$ cat config.mk
export PLATFORM = sky130hd
export DESIGN_NAME = timer_sched_flat
export DESIGN_NICKNAME = d
export VERILOG_FILES = /design/src/rtl/timer_sched_if.sv /design/src/rtl/timer_sched.sv /design/src/flat_wrapper.sv
export SDC_FILE = /design/constraint.sdc
export NUM_CORES = 1
export LEC_CHECK = 0
export ABC_AREA = 1
export ABC_CLOCK_PERIOD_IN_PS = 3300
export CAP_MARGIN = 20
export CORE_AREA = 8 8 49 60
export DETAILED_ROUTE_END_ITERATION = 8
export DIE_AREA = 0 0 57 68
export PLACE_DENSITY_LB_ADDON = 0.2
export SYNTH_ARGS = -nofsm -noshare
export SYNTH_HDL_FRONTEND = slang
export SYNTH_SLANG_ARGS = --single-unit
$ cat constraint.sdc
create_clock -name clk -period 3.3 [get_ports clk]
set_clock_uncertainty 0.05 [all_clocks]
set_input_delay 0.99 -clock clk [delete_from_list [all_inputs] [get_ports clk]]
set_output_delay 0.99 -clock clk [all_outputs]
set_load 0.1 [all_outputs]
$ cat src/rtl/timer_sched_if.sv
// timer_sched_if: bundles the requester handshake and the shared countdown
// datapath signals of timer_sched.
//   req[1:0]      requester level requests
//   len0, len1    requested intervals in ticks (0..15)
//   cancel[1:0]   per-requester abort
//   gnt[1:0]      one-hot grant, held for the whole service
//   done[1:0]     one-cycle completion pulse
//   busy          scheduler not idle
//   tmr_start/tmr_stop/tmr_reset   countdown datapath controls
//   tmr_counter   countdown value from the datapath
//   tmr_alarm     countdown alarm from the datapath
// slave  = scheduler side, master = requesters plus datapath side.
interface timer_sched_if;
    logic [1:0] req;
    logic [3:0] len0;
    logic [3:0] len1;
    logic [1:0] cancel;
    logic [1:0] gnt;
    logic [1:0] done;
    logic       busy;
    logic       tmr_start;
    logic       tmr_stop;
    logic       tmr_reset;
    logic [3:0] tmr_counter;
    logic       tmr_alarm;

    modport slave (
        input  req, len0, len1, cancel, tmr_counter, tmr_alarm,
        output gnt, done, busy, tmr_start, tmr_stop, tmr_reset
    );

    modport master (
        output req, len0, len1, cancel, tmr_counter, tmr_alarm,
        input  gnt, done, busy, tmr_start, tmr_stop, tmr_reset
    );
endinterface

$ cat src/rtl/timer_sched.sv
// timer_sched: two-requester round-robin scheduler that runs one interval
// at a time on a shared countdown datapath (reset loads 15, start
// decrements once per clock while above 0).
// Ports:
//   clk    rising-edge clock for all state
//   reset  synchronous active-high reset
//   bus    timer_sched_if.slave: requester handshake + datapath controls
//
// state | meaning
// IDLE  | no service; grant the next requester when any req is set
// CLEAR | tmr_reset high, datapath reloads 15
// ARM   | all datapath controls low, counter settles at 15
// RUN   | decrement until counter == 15 - len (or alarm)
// FIN   | done pulse to the winner, tmr_stop pulse, then back to IDLE
module timer_sched (
    input  logic          clk,
    input  logic          reset,
    timer_sched_if.slave  bus
);

    typedef enum logic [2:0] {IDLE, CLEAR, ARM, RUN, FIN} state_t;

    state_t     state;
    logic       win;        // requester currently being served
    logic       prio;       // requester favoured when both ask
    logic [3:0] target;
    logic [1:0] gnt_q;
    logic [1:0] done_q;
    logic       busy_q;
    logic       start_q;
    logic       stop_q;
    logic       treset_q;

    logic       pick;
    logic       cancel_win;
    logic       abort;
    logic [3:0] cnt_after;

    always_comb begin
        pick = 1'b0;
        if (bus.req == 2'b11)
            pick = prio;
        else
            pick = bus.req[1];
    end

    assign cancel_win = win ? bus.cancel[1] : bus.cancel[0];
    assign abort      = cancel_win && (state == CLEAR || state == ARM || state == RUN);

    // start is registered, so it is decided from the count the datapath
    // will hold next cycle; otherwise one extra decrement would slip in.
    assign cnt_after = (start_q && bus.tmr_counter != 4'd0) ? bus.tmr_counter - 4'd1
                                                            : bus.tmr_counter;

    always_ff @(posedge clk) begin
        if (reset) begin
            state    <= IDLE;
            win      <= 1'b0;
            prio     <= 1'b0;
            target   <= 4'd15;
            gnt_q    <= 2'b00;
            done_q   <= 2'b00;
            busy_q   <= 1'b0;
            start_q  <= 1'b0;
            stop_q   <= 1'b0;
            treset_q <= 1'b1;
        end else begin
            done_q   <= 2'b00;
            stop_q   <= 1'b0;
            treset_q <= 1'b0;
            if (abort) begin
                start_q <= 1'b0;
                stop_q  <= 1'b1;
                gnt_q   <= 2'b00;
                busy_q  <= 1'b0;
                state   <= IDLE;
            end else begin
                case (state)
                    IDLE: begin
                        if (|bus.req) begin
                            win      <= pick;
                            target   <= 4'd15 - (pick ? bus.len1 : bus.len0);
                            gnt_q    <= pick ? 2'b10 : 2'b01;
                            treset_q <= 1'b1;
                            busy_q   <= 1'b1;
                            state    <= CLEAR;
                        end
                    end
                    CLEAR: state <= ARM;
                    ARM: begin
                        start_q <= (cnt_after != target);
                        state   <= RUN;
                    end
                    RUN: begin
                        if (bus.tmr_counter == target || bus.tmr_alarm) begin
                            start_q <= 1'b0;
                            stop_q  <= 1'b1;
                            done_q  <= gnt_q;
                            state   <= FIN;
                        end else begin
                            start_q <= (cnt_after != target);
                        end
                    end
                    FIN: begin
                        gnt_q  <= 2'b00;
                        busy_q <= 1'b0;
                        prio   <= ~win;
                        state  <= IDLE;
                    end
                    default: state <= IDLE;
                endcase
            end
        end
    end

    assign bus.gnt       = gnt_q;
    assign bus.done      = done_q;
    assign bus.busy      = busy_q;
    assign bus.tmr_start = start_q;
    assign bus.tmr_stop  = stop_q;
    assign bus.tmr_reset = treset_q;

endmodule

$ cat src/flat_wrapper.sv
// flat-port wrapper written by rule: the top's interface ports become plain ports
module timer_sched_flat 
  (clk, reset, bus_req, bus_len0, bus_len1, bus_cancel, bus_tmr_counter, bus_tmr_alarm, bus_gnt, bus_done, bus_busy, bus_tmr_start, bus_tmr_stop, bus_tmr_reset);
  timer_sched_if bus_i ();
  input  logic clk;
  input  logic reset;
  input wire logic [$bits(bus_i.req)-1:0] bus_req;
  input wire logic [$bits(bus_i.len0)-1:0] bus_len0;
  input wire logic [$bits(bus_i.len1)-1:0] bus_len1;
  input wire logic [$bits(bus_i.cancel)-1:0] bus_cancel;
  input wire logic [$bits(bus_i.tmr_counter)-1:0] bus_tmr_counter;
  input wire logic [$bits(bus_i.tmr_alarm)-1:0] bus_tmr_alarm;
  output wire logic [$bits(bus_i.gnt)-1:0] bus_gnt;
  output wire logic [$bits(bus_i.done)-1:0] bus_done;
  output wire logic [$bits(bus_i.busy)-1:0] bus_busy;
  output wire logic [$bits(bus_i.tmr_start)-1:0] bus_tmr_start;
  output wire logic [$bits(bus_i.tmr_stop)-1:0] bus_tmr_stop;
  output wire logic [$bits(bus_i.tmr_reset)-1:0] bus_tmr_reset;
  assign bus_i.req = bus_req;
  assign bus_i.len0 = bus_len0;
  assign bus_i.len1 = bus_len1;
  assign bus_i.cancel = bus_cancel;
  assign bus_i.tmr_counter = bus_tmr_counter;
  assign bus_i.tmr_alarm = bus_tmr_alarm;
  assign bus_gnt = bus_i.gnt;
  assign bus_done = bus_i.done;
  assign bus_busy = bus_i.busy;
  assign bus_tmr_start = bus_i.tmr_start;
  assign bus_tmr_stop = bus_i.tmr_stop;
  assign bus_tmr_reset = bus_i.tmr_reset;
  timer_sched u_core (.clk(clk), .reset(reset), .bus(bus_i));
endmodule
# Word-level counts from Yosys, hierarchy flattened
# Index checks and enable logic that the tools add are counted.
# totals
mem_count	0
output_inout_bits	8
rom_bits	0
elab_cells	61
latch_bits	0
ramBits	0
ff_bits	17
# op_classes
eq_ne	9
mul	0
n_bitwise	4
add_sub_neg	2
muxes	20
n_reduce_logical	16
div_mod_pow	0
shift	0
n_lt_le_gt_ge	0
# op_table
operator	count
case mux 3 bit (4 select lines)	1
2-to-1 mux 1 bit	10
2-to-1 mux 4 bit	2
equality test 3 x 2 -> 1 bit, second input constant	2
2-to-1 mux 3 bit	2
AND reduction 2 bit	3
equality test 4 bit	1
2-to-1 mux 2 bit	2
!= test 4 bit	1
NOT 1 bit	4
case mux 1 bit (2 select lines)	2
case mux 2 bit (2 select lines)	1
nonzero test 2 bit	2
nonzero test 4 bit	1
OR reduction 2 bit	2
OR reduction 4 bit	1
subtractor 4 x 1 -> 4 bit, second input constant	1
subtractor 4 bit, first input constant	1
equality test 3 x 1 -> 1 bit, second input constant	1
equality test 3 bit, second input constant	1
zero test 3 bit	1
logical OR 1 bit	3
AND reduction 3 bit	1
equality test 2 bit, second input constant	1
other kinds (3)	4

# Depth between registers and ports, before layout
# Gate-level depths: netlist (run 1).
# logic_depth
word_depth	6
mapped_depth	11
depth_no_buf	11

# Worst setup path before layout (run 1)
# OpenSTA, ideal clock, no wires.
# synth_timing
path_kind	register to output
from	register u_core.start_q (netlist: u_core.bus.tmr_start)
to	output bus_tmr_start
t_required_ns	2.260
arrival_time_ns	1.018
path_buffers	0
slack_ns	1.242
stages_incl_launch_ff	1
path_cell_list	dfxtp_1
# synth_lines
item	line_no	text
start, declared	timer_sched.sv:30	logic start_q;
start signal, assigned	timer_sched.sv:91	start_q <= (cnt_after != target);
start signal, assigned	timer_sched.sv:101	start_q <= (cnt_after != target);
end, declared	flat_wrapper.sv:16	output wire logic [$bits(bus_i.tmr_start)-1:0] bus_tmr_start;
# No word-level cell between the ends.

# Worst setup path in the final report (run 1)
# layout_timing
from	input bus_tmr_counter[1]
to	register u_core.start_q (netlist: u_core.bus.tmr_start)
# layout_via
elab_chain_cells	6
word_cells_on_any_way	9
# layout_rtl
item	line_no	text
start, declared	flat_wrapper.sv:11	input wire logic [$bits(bus_i.tmr_counter)-1:0] bus_tmr_counter;
branches (longest 5 deep; another with subtractor 4 x 1 -> 4 bit)	--	
case mux 1 bit (2 select lines) *	timer_sched.sv:78	case (state)
# Mark *: on every way between the ends.
# A chain may end at the register's enable or synchronous reset.

==> results of run 1 <==
==> metrics by stage <==
stage                     cells  setup slack (ns)  utilization [%]
after global routing        193             0.853             59.0
after CTS                   193             0.992             59.0
final                       193             0.973             59.0
after detailed placement    189             0.676             57.7
after global placement      189             0.756             57.7
after floorplan             143              1.24                -
==> power groups by stage <==
stage	registers, mW	logic [mW]	clock network (mW)
6_report	0.256	0.265	0.115
3_5_place_dp	0.259	0.267	0
4_1_cts	0.255	0.267	0.117
5_1_grt	0.259	0.288	0.127
3_3_place_gp	0.258	0.262	0
2_1_floorplan	0.335	0.127	0
==> worst reg2reg max path, stage by stage, from the launching register on <==
cell,delay (ns)
dfxtp_1,0.40
inv_1,0.08
nand2_2,0.09
nor2_1,0.05
o21ai_2,0.22
a21oi_1,0.08
a22oi_1,0.18
nand2_1,0.08
==> cells by family after synthesis <==
logic type	count (synthesis)	synth area share [%]
and+or+nand+nor	75	36.0
buffers and inverters	26	11.0
AOI/OAI and AO/OA	23	15.0
DFF	17	35.7
xor gates and xnor gates	1	0.920
adders and majority gates	1	1.31
==> layer usage <==
metal / wire length, µm / GRT usage, % / part of all wire (%)
met1: 956 / 11.3 / 41
met2: 1260 / 23.2 / 53
met3: 98 / 4.08 / 4.2
met4: 40 / 5.88 / 1.7
met5: 0 / 0 / 0
==> final timing paths <==
kind | startpoint | to | cells past startpoint
worst min-delay path | u_core.bus.gnt[1] | u_core.bus.done[1] | 2
worst max register to register | u_core.state[0] | u_core.target[3] | 7
worst max-delay path | bus_tmr_counter[1] | u_core.bus.tmr_start | 11
worst min register to register | u_core.bus.gnt[1] | u_core.bus.done[1] | 2
==> cells in the mapped netlist (all sizes together) <==
library cell  number
nor4               1
nand2             48
xnor2              1
nor2              15
a22oi              4
o21ai              4
a21oi             11
a211oi             2
buf                1
nand3              9
nor3               2
o211ai             1
ha                 1
inv               25
o21a               1
dfxtp             17
==> layout make-up <==
cell class                 instances  area, µm²
multi-input combinational        100        507
fill                             201        857
sequential                        17        340
timing repair buffer              26        240
inverter                          25       93.8
clock inverter                     1       5.00
tap                               21       26.3
clock buffer                       3       22.5
==> sequential cells by signal (all words and copies together), names as in the netlist <==
name / flops
u_core.bus.done: 2
u_core.prio: 1
u_core.target: 4
u_core.bus.gnt: 2
u_core.win: 1
u_core.bus.tmr_stop: 1
u_core.bus.busy: 1
u_core.bus.tmr_reset: 1
u_core.bus.tmr_start: 1
u_core.state: 3
==> metrics.md, run 1 <==
| Metric | Value |
|---|---|
| Outcome | `completed` |
| Commonest cells after routing, fill and taps aside | `nand2_1 (39), inv_1 (19), clkdlybuf4s50_1 (18)` |
| Mapped Nets | `163` |
| Final Cycle Share | `70.5%` |
| DRT Wirelength | `2.35 mm` |
| Worst Path Arrival | `2.47 ns` |
| Final min period | `2.33 ns` |
| GRT Overall Usage | `12.1%` |
| Net Sw Frac | `42.9%` |
| Endpoints failing hold | `0` |
| CTS resizes | `0` |
| Core Region | `0.00209 mm²` |
| Pwr/cell area | `515 mW/mm²` |
| F_max | `430 MHz` |
| Lkg Pwr | `0.610 nW` |
| Die X | `57 µm` |
| Commonest non-fill, non-tap cell in the layout | `nand2_1` |
| Reg2reg setup slack | `1.97 ns` |
| Hold_ws | `0.413 ns` |
| Postcts setup bufs | `0` |
| Distinct cell type count after synthesis | `22` |
| Overall power | `0.636 mW` |
| Largest net degree at the start of global routing | `15` |
| Crit path launch type | `primary input` |
| Share of cells above drive strength 1 | `18.6%` |
| Hold crit path type | `reg2reg` |
| Nets | `193` |
| Rows | `19` |
| Total die area | `0.00388 mm²` |
| Vias/cell | `5.07` |
| Int Pwr | `0.363 mW` |
| Clk_lat worst skew | `0.29 ns` |
| Post-route setup TNS | `0 ns` |
| Via count | `978` |
| WP buf/inv | `2` |
| H-tree depth | `1` |
| Final GP Congestion | `0.844` |
| Sequential-to-total area share from yosys stat | `35.7%` |
| Average routed wire per standard cell | `12.2 µm` |
| Top cell type's share of synthesized area | `35.7%` |
| Sequential power share | `40.3%` |
| Io pins | `27` |
| Slew @ Worst Pin | `0.546 ns` |
| Critical Path Slowest Stage Cell | `clkdlybuf4s50_1` |
| Starting Density | `45.5%` |
| Layout area overhead | `29.7%` |
| Final setup violation count | `0` |
| Hold_buf cts | `0` |
| Final instance area | `0.00123 mm²` |
| Post-route ant nets | `0` |
| Clock power frac | `18.0%` |
| Clk sinks | `17` |
| Longest Clk Path Bufs | `2` |
| Syn Area/Cell | `6.66 µm²` |
| First-pass DRT Iterations | `4` |
| Worst IR Drop VDD | `358 µV` |
| Largest area contributor in the netlist | `dfxtp_1` |
| Max-cap violations | `0` |
| Mapped cell area | `952 µm²` |
| HPWL after detailed placement | `1.92 mm` |
| YS warnings | `0` |
| Slew HR | `63.6%` |
| Synth area leaders | `dfxtp_1 (36%), nand2_1 (15%), inv_1 (7.5%)` |
| Worst-path fanout max | `4` |
| DP Area | `0.00121 mm²` |
| Clock root buffer | `clkbuf_4` |
| Vias in the first global route | `971` |
| N_diodes | `0` |
| Mapped Cells | `143` |
| Max incr delay on CP | `0.54 ns` |
| Critical path capture point type | `flop` |
| Switching power | `0.273 mW` |
| Critical path's most frequent cell | `nand2_1` |
| Grt ovf | `0` |
| Synth Register Bits | `17` |
| RSZ-0062 raised after global routing | `false` |
| First-pass GRT wire length | `3.80 mm` |
| First DRT Iteration DRCs | `11` |
| Final Max Slew Viols | `0` |
| Die H | `68 µm` |
| Crit-path leading delay family | `buffers and inverters` |
| Setup CP Type | `in2reg` |
| CTS tree | `done` |
| Critical-path cell list | `clkdlybuf4s50_1, inv_2, ha_1, nand2_1, nand3_1, nand2_1, nand2_1, nor2_1, nand2_1, nand2_1, a21oi_1` |
| I/O Buffers | `26` |
| DRC viols | `0` |
| Initial antenna violation count | `0` |
| CP required | `3.44 ns` |
| Clock transition at the registers of the reported paths | `0.10 ns` |
| Combinational fraction of design power | `41.7%` |
| Total CTS buffers | `3` |
No activity file was read; power rests on OpenSTA's default activity.
==> run 2, diff against run 1 <==
ABC_CLOCK_PERIOD_IN_PS = 1900   (was 3300)
CORE_AREA = 8 8 52 65   (was 8 8 49 60)
DIE_AREA = 0 0 60 73   (was 0 0 57 68)
clock period = 1.9 ns   (was 3.3 ns; I/O delays follow)
==> run 2 against run 1 <==
  * Final area up 15%
  * Sequential share of layout area down 3.6 points
  * Setup slack worse by 0.88 ns
  * Total power up 87%
  * Largest power group unchanged
  * Critical endpoint unchanged
  * Non-clock buffer count up 9
  * Sequential power up 77%
  * Register-to-register slack worse by 1.3 ns
  * First-iteration DRC count up 110%
==> metrics.md, run 2 (same netlist as run 1, synthesis figures left out) <==
| Metric | Value |
|---|---|
| Outcome | `completed` |
| GRT Overall Usage | `12.0% (-0.16 points)` |
| Clock transition at the registers of the reported paths | `0.10 ns (about the same)` |
| Final GP Congestion | `0.866 (+2.7%)` |
| Starting Density | `40.1% (-5.5 points)` |
| CTS tree | `done` |
| Final setup violation count | `0 (unchanged)` |
| Post-route setup TNS | `0 ns (unchanged)` |
| Crit path launch type | `primary input` |
| Post-Place Cells | `210 (+11%)` |
| Setup CP Type | `in2reg` |
| I/O Buffers | `26 (unchanged)` |
| F_max | `553 MHz` |
| First DRT Iteration DRCs | `23 (+12)` |
| Endpoints failing hold | `0 (unchanged)` |
| Max-cap violations | `0 (unchanged)` |
| Largest register by flop count | `u_core.target` |
| DRT Wirelength | `2.37 mm (+0.68%)` |
| Commonest non-fill, non-tap cell in the layout | `nand2_1` |
| First-pass GRT wire length | `4.20 mm (+11%)` |
| Clk sinks | `17 (unchanged)` |
| Layout area overhead | `49.1%` |
| Max reg flops | `4 (unchanged)` |
| Via count | `984 (+0.61%)` |
| Core Region | `0.00238 mm² (+14%)` |
| Non-Filler Instances | `214 (+11%)` |
| Grt ovf | `0 (unchanged)` |
| HPWL after detailed placement | `1.92 mm (about the same)` |
| Final Cycle Share | `95.3%` |
| RSZ-0062 raised after global routing | `false` |
| Post-route ant nets | `0 (unchanged)` |
| Longest Clk Path Bufs | `2 (unchanged)` |
| Vias/cell | `4.60 (-9.3%)` |
| N_diodes | `0 (unchanged)` |
| Clock root buffer | `clkbuf_4` |
| Clk_lat worst skew | `0.29 ns (about the same)` |
| Fillers | `208 (+3.5%)` |
| First-pass DRT Iterations | `4 (unchanged)` |
| DP Area | `0.00139 mm² (+15%)` |
| Die X | `60 µm (+5.3%)` |
| Final instance area | `0.00142 mm² (+15%)` |
| Io pins | `27 (unchanged)` |
| Final min period | `1.81 ns` |
| Rows | `20 (+1)` |
| Slew @ Worst Pin | `0.302 ns (-0.244 ns)` |
| Worst Path Arrival | `1.95 ns (-0.52 ns)` |
| Lkg Pwr | `0.681 nW (+12%)` |
| Final Max Slew Viols | `0 (unchanged)` |
| Pwr/cell area | `837 mW/mm² (+63%)` |
| CP required | `2.04 ns (-1.40 ns)` |
| Slew HR | `79.7% (+16 points)` |
| Worst reg2reg path depth | `9 (+2)` |
| Hold crit path type | `reg2reg` |
| Die H | `73 µm (+7.4%)` |
| Total die area | `0.00438 mm² (+13%)` |
| Postcts setup bufs | `0 (unchanged)` |
| Nets | `202 (+4.7%)` |
| Initial antenna violation count | `0 (unchanged)` |
| Total CTS buffers | `3 (unchanged)` |
| DRC viols | `0 (unchanged)` |
| H-tree depth | `1 (unchanged)` |
| Largest net degree at the start of global routing | `11 (-4)` |
| Critical path capture point type | `flop` |
| Share of cells above drive strength 1 | `23.2% (+4.6 points)` |
| Worst-path fanout max | `2 (-2)` |
| Vias in the first global route | `1,033 (+6.4%)` |
| Worst IR Drop VDD | `601 µV (+68%)` |
| Commonest cells after routing, fill and taps aside | `nand2_1 (38), inv_1 (19), clkdlybuf4s50_1 (18)` |
| Top flop regs | `u_core.target x4, u_core.state x3` |
| Hold Crit Depth | `2 (unchanged)` |
| Average routed wire per standard cell | `11.1 µm (-9.2%)` |
==> run 2: cell types whose count changed in the layout (fill, tap and decap cells not counted), sizes merged <==
cell  change
buf       +9
==> run 2: layout make-up <==
type                    count  area (µm²)  area share (%)
clock buffers               3        22.5            1.59
clock inverters             1        5.00           0.352
inverters                  25        93.8            6.61
multi-input cells         100         509            35.9
flip-flops and latches     17         340            24.0
well taps                  33        41.3            2.91
repair buffers             35         408            28.7
==> run 2: worst paths after layout <==
kind                                          from                   end  slack (ns)
worst max-delay path            bus_tmr_counter[0]  u_core.bus.tmr_start        0.09
worst min-delay path             u_core.bus.gnt[1]    u_core.bus.done[1]        0.44
worst max register to register    u_core.target[0]  u_core.bus.tmr_start        0.63
worst min register to register   u_core.bus.gnt[1]    u_core.bus.done[1]        0.44
==> run 2: power by group <==
group / leakage [nW] / switching, mW / internal, mW
sequential: 0.140 / 0.0517 / 0.402
combinational: 0.523 / 0.316 / 0.223
clock: 0.0177 / 0.117 / 0.0783
==> run 2: metal layers <==
| metal | global-route usage (%) | vias up | wire (µm) |
|---|---|---|---|
| li1 | - | 529 | - |
| met1 | 13.2 | 432 | 1000 |
| met2 | 21.3 | 21 | 1210 |
| met3 | 3.00 | 2 | 145 |
| met4 | 3.99 | 0 | 15 |
| met5 | 0 | - | 0 |
==> run 2: timing repair <==
item | in CTS | in global routing
resized for setup | 0 | 1
hold buffers | 0 | 0
endpoints found under the setup margin | 0 | 1
==> run 2: critical path: stages <==
cell and delay, ns:
clkdlybuf4s50_1 0.50, inv_2 0.04, ha_1 0.31, inv_1 0.08, nand3_1 0.09, nand3_1 0.12
nand2_1 0.05, inv_1 0.04, nand2_1 0.04, nand2_1 0.05, a21oi_1 0.05
==> run 2: through the flow <==
step / utilization (%) / worst slack [ns] / power (mW) / hold slack (ns)
2_1_floorplan: - / 0.125 / 0.802 / 0.393
3_3_place_gp: 58.5 / -0.131 / 0.992 / 0.412
4_1_cts: 59.6 / 0.109 / 1.20 / 0.445
6_report: 59.7 / 0.0902 / 1.19 / 0.444
3_5_place_dp: 58.5 / -0.192 / 1.00 / 0.421
5_1_grt: 59.7 / 0.0188 / 1.27 / 0.473
==> run 3, diff against run 2 <==
--- a/config.mk
+++ b/config.mk
@@ -13,4 +13,5 @@
 export DIE_AREA = 0 0 60 73
 export PLACE_DENSITY_LB_ADDON = 0.2
+export SLEW_MARGIN = 15
 export SYNTH_ARGS = -nofsm -noshare
 export SYNTH_HDL_FRONTEND = slang
--- a/constraint.sdc
+++ b/constraint.sdc
@@ -3,3 +3,3 @@
 set_input_delay 0.57 -clock clk [delete_from_list [all_inputs] [get_ports clk]]
 set_output_delay 0.57 -clock clk [all_outputs]
-set_load 0.1 [all_outputs]
+set_load 0.02 [all_outputs]
==> run 3 against run 2 <==
  * Total power down 14%
  * Sequential power shrank 3%
  * Fmax shrank 1.7%
  * Clock-buffer cell count is 1 higher
  * Core utilization is 2.6 points lower
  * Flip-flop and latch count unchanged
  * Register-to-register slack got worse by 0.03 ns
  * Largest cell class unchanged
  * Critical path type is now reg2out
  * Via count rose by 3.2%
==> metrics.md, run 3 (same netlist as run 1, synthesis figures left out) <==
| Metric | Value |
|---|---|
| Clk_lat worst skew | `0.29 ns (about the same)` |
| HPWL after detailed placement | `2.07 mm (+7.8%)` |
| Max incr delay on CP | `0.60 ns (+0.10 ns)` |
| Final GP Congestion | `0.843 (-2.7%)` |
| Critical path capture point type | `primary output` |
| GRT Overall Usage | `12.7% (+0.71 points)` |
| Worst IR Drop VDD | `431 µV (-28%)` |
| First DRT Iteration DRCs | `20 (-13%)` |
| Non-Filler Instances | `216 (+0.93%)` |
| Core Region | `0.00238 mm² (unchanged)` |
| DRC viols | `0 (unchanged)` |
| Post-route setup TNS | `0 ns (unchanged)` |
| Vias/cell | `4.70 (+2.2%)` |
| Clock root buffer | `clkbuf_4` |
| Rows | `20 (unchanged)` |
| Final Cycle Share | `96.9% (+1.7 points)` |
| Largest register by flop count | `u_core.target` |
| DRT Wirelength | `2.56 mm (+7.9%)` |
| First-pass DRT Iterations | `4 (unchanged)` |
| N_diodes | `0 (unchanged)` |
| Endpoints failing hold | `0 (unchanged)` |
| CP required | `1.28 ns (-0.76 ns)` |
| Setup CP Type | `reg2out` |
| Slew @ Worst Pin | `0.300 ns (-0.00211 ns)` |
| RSZ-0062 raised after global routing | `false` |
| Die H | `73 µm (unchanged)` |
| Worst Path Arrival | `1.22 ns (-0.73 ns)` |
| Lkg Pwr | `0.697 nW (+2.4%)` |
| Commonest non-fill, non-tap cell in the layout | `nand2_1` |
| Total die area | `0.00438 mm² (unchanged)` |
| Top flop regs | `u_core.target x4, u_core.state x3` |
| Critical Path Slowest Stage Cell | `clkdlybuf4s50_1` |
| Max reg flops | `4 (unchanged)` |
| Final setup violation count | `0 (unchanged)` |
| I/O Buffers | `26 (unchanged)` |
| Postcts setup bufs | `0 (unchanged)` |
| First-pass GRT wire length | `4.40 mm (+4.6%)` |
| Pwr/cell area | `757 mW/mm² (-9.6%)` |
| F_max | `543 MHz (-1.7%)` |
| Grt ovf | `0 (unchanged)` |
| WP buf/inv | `1 (-3)` |
| Crit path launch type | `flop` |
| Layout area overhead | `42.6%` |
| Longest Clk Path Bufs | `2 (unchanged)` |
| Final min period | `1.84 ns (+0.0319 ns)` |
| Vias in the first global route | `1,044 (+1.1%)` |
| Hold crit path type | `reg2reg` |
| Starting Density | `40.1% (unchanged)` |
| DP Area | `0.00133 mm² (-4.7%)` |
| Fillers | `252 (+21%)` |
| Slew HR | `79.8% (+0.14 points)` |
| H-tree depth | `1 (unchanged)` |
| Commonest cells after routing, fill and taps aside | `nand2_1 (39), clkdlybuf4s50_1 (22), inv_1 (19)` |
| Final Max Slew Viols | `0 (unchanged)` |
| Share of cells above drive strength 1 | `18.6% (-4.6 points)` |
| Worst-path fanout max | `2 (unchanged)` |
| Outcome | `completed` |
| Io pins | `27 (unchanged)` |
| Clock transition at the registers of the reported paths | `0.10 ns (about the same)` |
| Fin util | `57.1% (-2.6 points)` |
| Post-route ant nets | `0 (unchanged)` |
| Crit-path leading delay family | `buffers and inverters` |
| Nets | `204 (+0.99%)` |
| Clk sinks | `17 (unchanged)` |
| Max-cap violations | `0 (unchanged)` |
| Average routed wire per standard cell | `11.8 µm (+6.9%)` |
| CTS tree | `done` |
| Final instance area | `0.00136 mm² (-4.4%)` |
| Hold_ws | `0.401 ns (-0.0434 ns)` |
| Via count | `1,015 (+3.2%)` |
| Total CTS buffers | `3 (unchanged)` |
| Critical-path cell list | `clkdlybuf4s50_1` |
| Initial antenna violation count | `0 (unchanged)` |
| Largest net degree at the start of global routing | `10 (-1)` |
| Post-Place Cells | `212 (+0.95%)` |
| Die X | `60 µm (unchanged)` |
## run 3: power by group
group | total (mW) | switching [mW] | internal, mW
registers | 0.440 | 0.0378 | 0.402
logic | 0.394 | 0.209 | 0.185
clock network | 0.193 | 0.112 | 0.0815
## run 3: path summary, 6_finish.rpt
kind | start | to | slack (ns) | cells past startpoint
setup / recovery | u_core.bus.tmr_start | bus_tmr_start | 0.06 | 1
hold / removal | u_core.bus.gnt[1] | u_core.bus.done[1] | 0.40 | 2
setup reg to reg | u_core.state[0] | u_core.win | 0.60 | 8
hold reg to reg | u_core.bus.gnt[1] | u_core.bus.done[1] | 0.40 | 2
## run 3: metal layers
metal	track usage, %	routed length (µm)
met5	0	0
met4	4.79	15
met3	3.70	181
met2	23.4	1360
met1	12.8	1000
## run 3: area by class of cell
| cell class | count | area, µm² | area share [%] |
|---|---|---|---|
| clock buffers | 4 | 26.3 | 1.94 |
| inverters | 25 | 93.8 | 6.91 |
| multi-input cells | 100 | 507 | 37.3 |
| flip-flops and latches | 17 | 340 | 25.1 |
| well taps | 33 | 41.3 | 3.04 |
| repair buffers | 37 | 349 | 25.7 |
## run 3: what timing repair did
item                                    in CTS  in global routing
endpoints found under the setup margin       1                  3
gates resized for setup                      1                  3
hold buffers                                 0                  0
## run 3: stage by stage
step,power (mW),setup WS [ns]
after floorplan,0.687,0.427
after global placement,0.832,-0.126
final,1.03,0.0582
after detailed placement,0.845,-0.212
after global routing,1.11,0.00774
after CTS,1.04,0.00112
